File: config.mk
export PLATFORM = sky130hd
export DESIGN_NAME = memlcd_line_sched
export DESIGN_NICKNAME = d
export VERILOG_FILES = /design/src/rtl/memlcd_line_sched.sv
export SDC_FILE = /design/constraint.sdc
export NUM_CORES = 1
export LEC_CHECK = 0
export ABC_AREA = 1
export BUFFER_PORTS_ARGS = -buffer_cell sky130_fd_sc_hd__buf_4
export CORE_MARGIN = 2
export CORE_UTILIZATION = 46
export CTS_BUF_LIST = sky130_fd_sc_hd__clkbuf_2
export DETAILED_ROUTE_END_ITERATION = 6
export MAX_ROUTING_LAYER = met4
export PLACE_DENSITY_LB_ADDON = 0.05
export SYNTH_ARGS = -nofsm -noshare
export SYNTH_HDL_FRONTEND = slang
export SYNTH_SLANG_ARGS = --single-unit
export TNS_END_PERCENT = 30
File: constraint.sdc
create_clock -name i_clk -period 1.5 [get_ports i_clk]
set_input_delay 0.225 -clock i_clk [delete_from_list [all_inputs] [get_ports i_clk]]
set_output_delay 0.225 -clock i_clk [all_outputs]
set_load 0.02 [all_outputs]
File: src/rtl/memlcd_line_sched.sv
// rtl/memlcd_line_sched.sv - memory-LCD frame scheduler: mode/address/pixels/trailer framing with SCS setup/hold
// Optional MEMLCD_VCOM_EN: internal VCOM bit toggles per frame and rides in the mode byte.
module memlcd_line_sched #(
    parameter int BYTES_PER_LINE = 50,
    parameter int LINE_W         = 8,
    parameter int SCS_SETUP      = 3,
    parameter int SCS_HOLD       = 2
) (
    input  logic              i_clk,
    input  logic              i_rst,
    input  logic              i_frame_start,
    input  logic [LINE_W-1:0] i_first_line,
    input  logic [LINE_W-1:0] i_num_lines,
    input  logic              i_fifo_empty,
    input  logic [7:0]        i_fifo_data,
    output logic              o_fifo_rd,
    output logic [7:0]        o_tx_data,
    output logic              o_tx_valid,
    input  logic              i_tx_ready,
    input  logic              i_tx_busy,
    output logic              o_scs,
    output logic              o_busy,
    output logic              o_frame_done,
    output logic              o_stall
);

    localparam int BW = $clog2(BYTES_PER_LINE + 1);
    localparam logic [BW-1:0] BPL      = BW'(BYTES_PER_LINE);
    localparam logic [BW-1:0] BYTE_ONE = BW'(1);
    localparam logic [15:0] SETUP_LAST = 16'((SCS_SETUP > 0) ? SCS_SETUP - 1 : 0);
    localparam logic [15:0] HOLD_LAST  = 16'((SCS_HOLD > 0) ? SCS_HOLD - 1 : 0);
    localparam logic [LINE_W-1:0] LINE_ONE = LINE_W'(1);

    localparam logic [3:0] S_IDLE   = 4'd0;
    localparam logic [3:0] S_SETUP  = 4'd1;
    localparam logic [3:0] S_CMD    = 4'd2;
    localparam logic [3:0] S_ADDR   = 4'd3;
    localparam logic [3:0] S_DATA   = 4'd4;
    localparam logic [3:0] S_LTRAIL = 4'd5;
    localparam logic [3:0] S_FTRAIL = 4'd6;
    localparam logic [3:0] S_DRAIN  = 4'd7;
    localparam logic [3:0] S_HOLD   = 4'd8;

    logic [3:0]        state;
    logic [15:0]       tcnt;
    logic [BW-1:0]     bytes_left;
    logic [LINE_W-1:0] lines_left;
    logic [LINE_W-1:0] line_addr;
    logic [7:0]        tx_data;
    logic              tx_valid;
    logic              scs;
    logic              frame_done;
    logic              vcom;
    logic              reg_free;
    logic              fifo_rd;
    logic              done_set;
    logic [7:0]        mode_byte;

    assign reg_free  = !tx_valid || i_tx_ready;
    assign fifo_rd   = !i_rst && (state == S_DATA) && (bytes_left != '0)
                       && !i_fifo_empty && reg_free;
    assign mode_byte = 8'h80 | {1'b0, vcom, 6'b0};

    // Both the zero-line no-op and the end of HOLD produce the frame_done pulse.
    assign done_set = ((state == S_IDLE) && i_frame_start && (i_num_lines == '0))
                      || ((state == S_HOLD) && (tcnt >= HOLD_LAST));

`ifdef MEMLCD_VCOM_EN
    always_ff @(posedge i_clk) begin
        if (i_rst) begin
            vcom <= 1'b0;
        end else if (done_set) begin
            vcom <= ~vcom;
        end
    end
`else
    assign vcom = 1'b0;
`endif

    always_ff @(posedge i_clk) begin
        if (i_rst) begin
            state      <= S_IDLE;
            tcnt       <= '0;
            bytes_left <= '0;
            lines_left <= '0;
            line_addr  <= '0;
            tx_data    <= 8'h00;
            tx_valid   <= 1'b0;
            scs        <= 1'b0;
            frame_done <= 1'b0;
        end else begin
            frame_done <= done_set;
            if (tx_valid && i_tx_ready) begin
                tx_valid <= 1'b0;
            end
            case (state)
                S_IDLE: begin
                    if (i_frame_start && (i_num_lines != '0)) begin
                        line_addr  <= i_first_line;
                        lines_left <= i_num_lines;
                        tcnt       <= '0;
                        scs        <= 1'b1;
                        state      <= S_SETUP;
                    end
                end
                S_SETUP: begin
                    if (tcnt >= SETUP_LAST) begin
                        state <= S_CMD;
                    end else begin
                        tcnt <= tcnt + 16'd1;
                    end
                end
                S_CMD: begin
                    if (reg_free) begin
                        tx_data  <= mode_byte;
                        tx_valid <= 1'b1;
                        state    <= S_ADDR;
                    end
                end
                S_ADDR: begin
                    if (reg_free) begin
                        tx_data    <= 8'(line_addr);
                        tx_valid   <= 1'b1;
                        bytes_left <= BPL;
                        state      <= S_DATA;
                    end
                end
                S_DATA: begin
                    // Leave on the last pop so the trailer follows without a bubble.
                    if (fifo_rd) begin
                        tx_data    <= i_fifo_data;
                        tx_valid   <= 1'b1;
                        bytes_left <= bytes_left - BYTE_ONE;
                        if (bytes_left == BYTE_ONE) begin
                            state <= S_LTRAIL;
                        end
                    end
                end
                S_LTRAIL: begin
                    if (reg_free) begin
                        tx_data    <= 8'h00;
                        tx_valid   <= 1'b1;
                        line_addr  <= line_addr + LINE_ONE;
                        lines_left <= lines_left - LINE_ONE;
                        state      <= (lines_left == LINE_ONE) ? S_FTRAIL : S_ADDR;
                    end
                end
                S_FTRAIL: begin
                    if (reg_free) begin
                        tx_data  <= 8'h00;
                        tx_valid <= 1'b1;
                        state    <= S_DRAIN;
                    end
                end
                S_DRAIN: begin
                    if (!tx_valid && !i_tx_busy) begin
                        tcnt  <= '0;
                        state <= S_HOLD;
                    end
                end
                S_HOLD: begin
                    if (tcnt >= HOLD_LAST) begin
                        scs   <= 1'b0;
                        state <= S_IDLE;
                    end else begin
                        tcnt <= tcnt + 16'd1;
                    end
                end
                default: begin
                    scs   <= 1'b0;
                    state <= S_IDLE;
                end
            endcase
        end
    end

    assign o_fifo_rd    = fifo_rd;
    assign o_tx_data    = tx_data;
    assign o_tx_valid   = tx_valid;
    assign o_scs        = scs;
    assign o_busy       = (state != S_IDLE);
    assign o_frame_done = frame_done;
    assign o_stall      = (state == S_DATA) && (bytes_left != '0) && i_fifo_empty;

endmodule

==> key figures <==
Clock network
  • Bufs on Longest Clock Path: 2
  • Clock Pin Slew Worst Setup and Hold Paths: 290 ps
  • Clk_lat worst skew: 460 ps
  • CTS sink cnt: 53
  • Num CTS Buffers: 5
  • CTS root buffer: clkbuf_2
  • CTS H-Tree Depth: 2
  • CTS tree: done

Logic synthesis
  • Mapped cell area: 0.00300 sq mm
  • Avg Inst Size Synth: 6.87 sq um
  • Syn. warnings: 0
  • Yosys top cell by area: dfxtp_1
  • Post-synth top area share: 0.354
  • Top post-synthesis cells by count: nand2_1 (87), nor2_1 (68), dfxtp_1 (53), o21ai_0 (41), a21oi_1 (33)
  • EDFF count, synth: 0
  • Register area share after synthesis: 0.354
  • Post-Synthesis Cells: 436
  • Synth Flop Type: dfxtp_1
  • Most common cell in the synthesized netlist: nand2_1
  • Number of synthesized register bits: 53
  • Asr flop ratio synth: 0
  • Syn_nets: 476
  • Area contributors post-synth: dfxtp_1 (35%), nand2_1 (11%), nor2_1 (8.5%), o21ai_0 (6.8%), a21oi_1 (5.5%)
  • Unique masters post-synth: 37

Global routing
  • Vias in the first global route: 3148
  • GRT Overall Usage: 0.239
  • Pin count of the biggest net entering global routing: 18
  • Initial antenna violation count: 0
  • First-pass GRT wire length: 13.8 mm
  • Grt total ovfl: 0

Critical path
  • CP max-delay cell: dfxtp_4
  • Worst path required time: 1270 ps
  • Critical path class: flop to output pin
  • Arr. time, crit path: 1550 ps
  • Slowest Stage Delay on Critical Path: 460 ps
  • Crit path cell chain: nand2_4 -> nor2_4 -> buf_6 -> and3_4 -> buf_6
  • CP bufs+invs: 2
  • CP top delay family: flip-flops
  • Startpoint types: flop
  • Crit-path most repeated cell: buf_6
  • CP max FO: 4
  • Crit. End Element: output pin

Power and ir drop
  • Power density cells: 1780 mW/mm^2
  • Leakage power total: 1.94 nW
  • Maximum vdd drop: 0.000998 V
  • Power Total: 7.42 mW

Detailed routing
  • DR vias: 3214
  • DRC: 0
  • Drt first pass iters: 4
  • Vias per cell: 5.23
  • Drt wl/cell: 13.7 um
  • Initial drt markers: 133
  • Total Routed Length: 8.45 mm
  • Routed Antenna Nets: 0

Timing
  • Max Clk Rate: 0.565 GHz
  • Final hold violation count: 0
  • Final setup margin: -271 ps
  • Setup-failing EPs final: 47
  • Slew @ Worst Pin: 321 ps
  • Unrepaired setup endpoints after global routing: yes
  • Max-slew violations: 0
  • Worst-case clock skew: 26.2 ps
  • Final min period: 1770 ps
  • Slew margin rel.: 0.783
  • Post-route clock period utilization: 1.18

Layout
  • Antenna diodes: 0
  • Area grow syn2layout: 38.8%
  • Fin cells: 615
  • Layout cells sized above 1: 0.374
  • Nets@finish: 577

Place
  • Dpl cells: 580
  • Number of I/O port buffers: 43
  • Gp weighted congestion: 0.881
  • Post-DP HPWL: 5.62 mm

Floorplan
  • Initial cell density of the core: 0.475
  • Chip Width: 84.7 um
  • Die Y: 84.7 um
  • DIE AREA: 0.00718 sq mm
  • I/O pins: 44
  • Std cell rows: 29
  • Core ar.: 0.00631 sq mm

Job
  • Max-cap violations: 0

Run status
  • Failing checks: setup timing
  • Status: finished with violations

Worst hold path
  • Min-delay worst type: input port to flop
## worst register-to-register path: stages (launching register included)
cell and delay, ps:
dfxtp_4 420, buf_12 130, buf_6 110, nor2_4 150, nand2_2 80, nand3_2 70
nand2_2 70, a21oi_4 230, buf_6 140, nand4_1 90, nand2_1 80, nor2_1 40
## worst paths after layout
| check | depth (start not counted) | to | start | slack, ps |
|---|---|---|---|---|
| max | 5 | o_stall | state[2] | -270 |
| min | 3 | o_tx_data[7] | i_fifo_data[7] | 10 |
| max reg2reg | 11 | tcnt[0] | state[3] | -170 |
| min reg2reg | 2 | tcnt[14] | tcnt[14] | 460 |
## per-stage QoR
stage,instance area (sq um),utilization,worst slack [ps],hold WS [ps],setup TNS [ps]
after floorplan,3000,-,30.8,385,0
after global placement,3610,0.572,-104,426,-936
after detailed placement,3610,0.572,-164,430,-1940
after CTS,3980,0.631,-265,0.429,-2780
after global routing,4160,0.659,-342,10.1,-10250
final,4160,0.659,-271,11.7,-5050
## state kept, by name (all words and copies together) (netlist names)
register / cells
o_tx_valid: 1
o_frame_done: 1
bytes_left: 6
line_addr: 8
lines_left: 8
tcnt: 16
o_tx_data: 8
o_scs: 1
state: 4
## layout by cell type (no fill, tap or decap), types with 3 or more instances in the layout
cell type / Yosys / final
nand2_1: 87 / 79
nand2_2: 9 / 10
nand3_2: 3 / 8
dfxtp_4: 0 / 3
nor3_1: 4 / 3
o21ai_0: 41 / 30
a31oi_1: 5 / 5
dfxtp_1: 53 / 45
nand3_1: 29 / 22
a21oi_2: 0 / 5
nor2_4: 5 / 6
a21oi_1: 33 / 28
nand2_4: 2 / 9
o21ai_1: 6 / 16
nand4_1: 7 / 7
buf_4: 1 / 90
inv_1: 29 / 21
inv_2: 12 / 14
buf_6: 5 / 13
nor2_2: 2 / 9
nor2_1: 68 / 60
dfxtp_2: 0 / 5
clkbuf_2: 0 / 6
nand3_4: 0 / 3
inv_4: 0 / 5
ha_1: 10 / 9
## power by group
part | internal (mW) | total, mW | switching (mW)
logic | 2.04 | 4.71 | 2.67
clock network | 0.120 | 0.600 | 0.481
registers | 1.82 | 2.11 | 0.292
## final cells by class
| cell class | count | area, sq um |
|---|---|---|
| fillers | 571 | 2150 |
| clock buffers | 6 | 30.0 |
| well taps | 77 | 96.3 |
| inverters | 42 | 180 |
| flip-flops and latches | 53 | 1080 |
| clock inverters | 2 | 15.0 |
| multi-input cells | 328 | 1870 |
| repair buffers | 107 | 887 |
## repair_timing
| item | CTS | global route |
|---|---|---|
| cloned | 1 | 0 |
| hold endpoints to repair | 0 | 1 |
| setup buffers | 22 | 4 |
| pin swaps | 17 | 14 |
| endpoints found under the setup margin | 37 | 56 |
| hold buffers | 0 | 1 |
| gates resized for setup | 54 | 43 |
## cell families (layout without fill, tap and decap cells)
kind of cell,Yosys count,in the layout,share of synthesized area
AND/OR/NAND/NOR,220,221,0.337
flip-flops,53,53,0.354
XOR/XNOR,4,4,0.0117
AO/OA/AOI/OAI,93,93,0.168
buffers and inverters,56,157,0.0873
adder cells (fa/ha/maj),10,10,0.0418
## routing by layer
layer | track usage | routed length, um | up-vias
met1 | 0.281 | 3650 | 1492
met5 | - | 0 | -
met4 | 0.0837 | 201 | 0
met2 | 0.412 | 4310 | 63
li1 | - | - | 1641
met3 | 0.0393 | 283 | 18
No activity file was read; power rests on OpenSTA's default activity.
